$ cat config.mk
export PLATFORM = sky130hd
export DESIGN_NAME = duc_iq_mixer
export DESIGN_NICKNAME = d
export VERILOG_FILES = /design/src/rtl/duc_iq_mixer.sv
export SDC_FILE = /design/constraint.sdc
export NUM_CORES = 2
export LEC_CHECK = 0
export ABC_AREA = 1
export ABC_CLOCK_PERIOD_IN_PS = 5890
export BUFFER_PORTS_ARGS = -buffer_cell sky130_fd_sc_hd__buf_4
export CAP_MARGIN = 20
export CORE_ASPECT_RATIO = 1.2
export CORE_UTILIZATION = 35
export CTS_CLUSTER_DIAMETER = 60
export DETAILED_ROUTE_END_ITERATION = 7
export HOLD_SLACK_MARGIN = 0.02
export PLACE_DENSITY = 0.62
export SETUP_SLACK_MARGIN = 0.05
export SLEW_MARGIN = 15
export SYNTH_ARGS = -nofsm -noshare
export SYNTH_HDL_FRONTEND = slang
export SYNTH_SLANG_ARGS = --single-unit
$ cat constraint.sdc
create_clock -name clk -period 5.89 [get_ports clk]
set_clock_uncertainty 0.1 [all_clocks]
set_input_delay 0.589 -clock clk [delete_from_list [all_inputs] [get_ports clk]]
set_output_delay 0.589 -clock clk [all_outputs]
set_load 0.01 [all_outputs]
$ cat src/rtl/duc_iq_mixer.sv
// duc_iq_mixer: 4-stage pipelined I/Q up-conversion mixer, I*cos -/+ Q*sin,
// followed by runtime shift with round-half-up and saturation to OW bits.
// Optional macro DUC_IQ_MIXER_OVF_CNT_EN adds a saturating 16-bit ovf_count.
module duc_iq_mixer #(
  parameter int unsigned DW  = 16,
  parameter int unsigned LW  = 16,
  parameter int unsigned OW  = 16,
  parameter int unsigned SHW = 5
) (
  input  logic                  clk,
  input  logic                  reset,
  input  logic                  s_valid,
  input  logic signed [DW-1:0]  I_data,
  input  logic signed [DW-1:0]  Q_data,
  input  logic signed [LW-1:0]  lo_cos,
  input  logic signed [LW-1:0]  lo_sin,
  input  logic                  lsb_sel,
  input  logic                  bypass,
  input  logic [SHW-1:0]        shift_sel,
  output logic                  m_valid,
  output logic signed [OW-1:0]  dac_out,
  output logic                  ovf,
`ifdef DUC_IQ_MIXER_OVF_CNT_EN
  output logic [15:0]           ovf_count,
`endif
  output logic                  ovf_sticky
);

  localparam int unsigned PW = DW + LW;  // product width
  localparam int unsigned SW = PW + 1;   // sum width, cannot overflow
  localparam int unsigned XW = SW + 1;   // headroom for the rounding add

  localparam logic signed [XW-1:0] SAT_MAX = {{(XW-OW+1){1'b0}}, {(OW-1){1'b1}}};
  localparam logic signed [XW-1:0] SAT_MIN = {{(XW-OW+1){1'b1}}, {(OW-1){1'b0}}};

  // stage 1 registers
  logic                 v1, lsb1, byp1;
  logic signed [DW-1:0] i1, q1;
  logic signed [LW-1:0] c1, s1;
  logic [SHW-1:0]       sh1;

  // stage 2 registers
  logic                 v2, lsb2;
  logic signed [PW-1:0] p_i2, p_q2;
  logic [SHW-1:0]       sh2;

  // stage 3 registers
  logic                 v3;
  logic signed [SW-1:0] sum3;
  logic [SHW-1:0]       sh3;

  // combinational intermediates
  logic signed [PW-1:0] p_i_c, p_q_c;
  logic signed [XW-1:0] ext_c, rnd_c, rounded_c, shifted_c;
  logic signed [OW-1:0] res_c;
  logic                 sat_c;

  // S1: capture valid plus sample-aligned data and controls
  always_ff @(posedge clk) begin
    if (reset) begin
      v1 <= 1'b0;
    end else begin
      v1 <= s_valid;
    end
    i1   <= I_data;
    q1   <= Q_data;
    c1   <= lo_cos;
    s1   <= lo_sin;
    lsb1 <= lsb_sel;
    byp1 <= bypass;
    sh1  <= shift_sel;
  end

  // S2 products; bypass places I at the same binary point as a full-scale LO product
  always_comb begin
    p_i_c = PW'(i1) * PW'(c1);
    p_q_c = PW'(q1) * PW'(s1);
    if (byp1) begin
      p_i_c = PW'(i1) <<< (LW - 1);
      p_q_c = '0;
    end
  end

  // S2: register products
  always_ff @(posedge clk) begin
    if (reset) begin
      v2 <= 1'b0;
    end else begin
      v2 <= v1;
    end
    p_i2 <= p_i_c;
    p_q2 <= p_q_c;
    lsb2 <= lsb1;
    sh2  <= sh1;
  end

  // S3: sideband sum at full precision
  always_ff @(posedge clk) begin
    if (reset) begin
      v3 <= 1'b0;
    end else begin
      v3 <= v2;
    end
    sum3 <= lsb2 ? (SW'(p_i2) + SW'(p_q2)) : (SW'(p_i2) - SW'(p_q2));
    sh3  <= sh2;
  end

  // S4 datapath: round half up, arithmetic shift, clamp
  always_comb begin
    ext_c     = XW'(sum3);
    rnd_c     = '0;
    if (sh3 != '0) begin
      rnd_c = XW'(1) <<< (sh3 - SHW'(1));
    end
    rounded_c = ext_c + rnd_c;
    if (32'(sh3) >= SW) begin
      shifted_c = {XW{sum3[SW-1]}};
    end else begin
      shifted_c = rounded_c >>> sh3;
    end
    sat_c = 1'b0;
    res_c = OW'(shifted_c);
    if (shifted_c > SAT_MAX) begin
      sat_c = 1'b1;
      res_c = OW'(SAT_MAX);
    end else if (shifted_c < SAT_MIN) begin
      sat_c = 1'b1;
      res_c = OW'(SAT_MIN);
    end
  end

  // S4: output register; idle cycles present mid-scale and no overflow
  always_ff @(posedge clk) begin
    if (reset) begin
      m_valid    <= 1'b0;
      dac_out    <= '0;
      ovf        <= 1'b0;
      ovf_sticky <= 1'b0;
    end else begin
      m_valid    <= v3;
      dac_out    <= v3 ? res_c : '0;
      ovf        <= v3 & sat_c;
      ovf_sticky <= ovf_sticky | (v3 & sat_c);
    end
  end

`ifdef DUC_IQ_MIXER_OVF_CNT_EN
  // saturating count of overflowed output samples
  always_ff @(posedge clk) begin
    if (reset) begin
      ovf_count <= '0;
    end else if (v3 && sat_c && (ovf_count != 16'hFFFF)) begin
      ovf_count <= ovf_count + 16'd1;
    end
  end
`endif

endmodule

==> impl_results.md <==
* Crit path DAT at 6040 ps
* R2R Path End: p_i2[28]
* Yosys warns at 0
* Simple-gate share of the synthesized area at 21.0%
* Clock latency on the worst-skew pair at 600 ps
* GPL Wtd Cong at 0.948
* XOR/XNOR share of the synthesized area at 2.77%
* Dominant cells by area after synthesis: fa_1 33%, dfxtp_1 13%, nand2_1 13%
* Share of the synthesized area in the top cell type at 33.3%
* Number of synthesized flops with an enable pin at 0
* Prevailing post-synth register cell: dfxtp_1
* Placed wire-length estimate at 71500 um
* I/O Buffers at 92
* Initial Utilization at 35.4%
* Setup violators final at 0
* RSZ-0062 raised after global routing: true
* Core ar. at 89300 sq um
* Synth Register Bits at 201
* Top-count cell post-synth: nand2_1
* Mapped Area at 31600 sq um
* Rows at 120
* Slowest stage delay, CP at 580 ps
* WL final at 84400 um
* Least-Margin Pin Slew at 922 ps
* Commonest cells post-synth: 1067 x nand2_1, 1021 x inv_1, 526 x fa_1, 229 x ha_1, 206 x nand3_1
* CTS H-Tree Depth at 1
* Setup TNS at 0 ps
* HP Class: input port to flip-flop
* Die Height at 331 um
* First-pass detailed-route iteration total at 8
* DR WL/cell at 14.9 um
* FF-to-FF setup slack at 210 ps
* Vias at 26700
* Crit path from: i1[7]
* Initial DRC Count at 1470
* Crit Path Class: flip-flop to flip-flop
* Cell count after synthesis at 4238
* Clock buffer depth at 3
* Antenna cells at 0
* Clock-pin slew on the worst setup and hold paths at 60 ps
* Hold Vio Cnt, Final at 0
* Avg Synthesized Cell Area at 7.46 sq um
* Clock tree from TritonCTS: built
* Post-synthesis mux area share at 0.0633%
* Post-synthesis sequential area ratio at 12.7%
* Largest net degree at the start of global routing at 55
* CP most frequent cell: fa_1
* Area share of fa/ha/maj cells after synthesis at 42.4%
* CP Cell Sequence: buf_12 > buf_8 > nand2_2 > inv_2 > fa_1 > inv_2 > fa_1 > fa_1 > fa_1 > fa_1 > inv_1 > fa_1 > ha_4 > a21oi_2 > o21ai_2 > o21bai_4 > a21oi_2 > inv_1 > a21oi_1 > inv_1 > a31oi_1 > or2_2 > a31oi_1
* Antenna-violating nets left at 0
* Max FO, Critical Path at 8
* Number of global-route vias before repair at 27200
* Fin. max-slew vios at 0
* Fin crit share at 96.5%
* Nets at 5302
* Slew headroom at 38.2%
* Critical Path End Type: flip-flop
* Global route overflow at 0
* DRC at 0
* Chip width at 276 um
* Fraction of registers with async set/reset at 0%
* Leading area contributor after synthesis: fa_1
* Max frequency at 176 MHz
* CP Capture Point: p_i2[28]
* Mapped Nets at 5067
* Share of layout cells above drive strength 1 at 13.5%
* Compound-Gate Fraction of Synth Area at 6.79%
* Largest family of logic cells by synthesized area: adder cells
* WP data required at 6250 ps
* Clk root buf: clkbuf_16
* Initial antenna violation count at 0
* Period minus WS final at 5680 ps
* Max Cap Viol at 0
* IO Pins at 93
* CTS Buf Count at 28
* Total GRT Usage at 18.5%
* Worst Reg-to-Reg Cells at 23
* R2r startpoint: i1[7]
* CP max-delay cell: fa_1
* Vias per cell at 4.72
* First-pass GRT wire length at 137000 um
* Status: finished clean
* Syn-to-layout area delta at 18.2%
* Die area at 91500 sq um
* Synth unique cells at 52
* Startpoint class of the critical path: flip-flop
* CTS Sinks at 201
[metrics by stage]
step	instance area (sq um)	hold WS (ps)	util, %	instances	worst slack, ps
floorplan	31600	210	-	4238	-6.81
global placement	34500	211	38.6	5505	-11.8
detailed placement	34500	212	38.6	5505	-124
CTS	36300	23.3	40.6	5629	53.1
global route	37400	39.1	41.8	5653	-53.9
finish	37400	53.5	41.8	5653	207
[cells in the final DEF, fill, tap and decap left out, types with 7 or more instances in the layout]
| cell type | Yosys | final |
|---|---|---|
| xnor2_1 | 45 | 45 |
| buf_4 | 0 | 266 |
| o21a_1 | 13 | 13 |
| dfxtp_4 | 0 | 18 |
| nand2_1 | 1067 | 1053 |
| inv_1 | 1021 | 1003 |
| dlygate4sd3_1 | 0 | 69 |
| buf_6 | 2 | 25 |
| ha_4 | 0 | 24 |
| fa_1 | 526 | 514 |
| buf_12 | 0 | 7 |
| a21oi_2 | 1 | 26 |
| o21ai_0 | 132 | 112 |
| nand2_2 | 19 | 29 |
| xor2_1 | 55 | 55 |
| ha_1 | 229 | 200 |
| o211ai_1 | 11 | 11 |
| o21ai_1 | 5 | 20 |
| or2_2 | 31 | 28 |
| nand3_2 | 15 | 18 |
| inv_2 | 3 | 20 |
| a31oi_1 | 23 | 21 |
| a21oi_1 | 173 | 144 |
| dfxtp_1 | 201 | 157 |
| nor2_2 | 7 | 12 |
| dfxtp_2 | 0 | 26 |
| fa_2 | 0 | 12 |
| nor3_1 | 18 | 14 |
| nand3_1 | 206 | 202 |
| nand4_1 | 22 | 22 |
| nor2_1 | 187 | 181 |
| clkinv_2 | 0 | 7 |
| clkbuf_16 | 0 | 29 |
[what timing repair did]
item	4_1_cts	5_1_grt
pin swaps	5	100
setup buffers	4	24
endpoints found under the hold margin	69	0
resized for setup	19	246
hold buffers	69	0
setup endpoints to repair	11	29
[logic make-up after synthesis]
kind of cell	Yosys count
buffers and inverters	1194
adder cells (fa/ha/maj)	755
AO/OA/AOI/OAI	391
multiplexers	2
flip-flops	201
other	1
AND/OR/NAND/NOR	1594
XOR/XNOR	100
[flip-flops by register name, summed over array words and instances (netlist names)]
name and flops:
byp1 1, c1 16, dac_out 16, i1 16, lsb1 1, lsb2 1
m_valid 1, ovf 1, ovf_sticky 1, p_i2 32, p_q2 32, q1 16
s1 16, sh1 5, sh2 5, sh3 5, sum3 33, v1 1
v2 1, v3 1
[routing by layer]
layer  part of all wire, %  wire, um  GRT usage (%)  vias up
met5                     0         0              0        -
met4                   3.9      3290           7.54        0
met3                   3.8      3220           1.56      139
met2                    51     43300           33.6      541
met1                    41     34500           22.6    12900
li1                      -         -              -    13100
[worst max-delay path, delay by kind of cell, from the launching register on]
family / cells / cell delay (ps)
flops: 1 / 330
simple gates: 2 / 190
compound gates: 7 / 980
buf+inv: 7 / 550
fa+ha+maj: 7 / 3390
[final cells by class]
type                    instances  area, sq um
fillers                      8963        52000
well taps                    1159         1450
clock buffers                  32          757
multi-input cells            2843        23800
clock inverters                19          236
repair buffers                371         3170
inverters                    1028         3860
flip-flops and latches        201         4120
[worst min-delay path by stage]
stage / from / to / slack, ps / depth (start not counted)
floorplan: lsb1 / lsb2 / 210 / 0
global placement: sh2[0] / sh3[0] / 210 / 0
detailed placement: sh1[0] / sh2[0] / 210 / 0
CTS: I_data[5] / i1[5] / 20 / 1
global route: I_data[5] / i1[5] / 40 / 1
finish: I_data[7] / i1[7] / 50 / 1
Power is left out: the tool's default activity adds up to more than one toggle a clock period on the data nets, which glitch-free logic cannot reach.
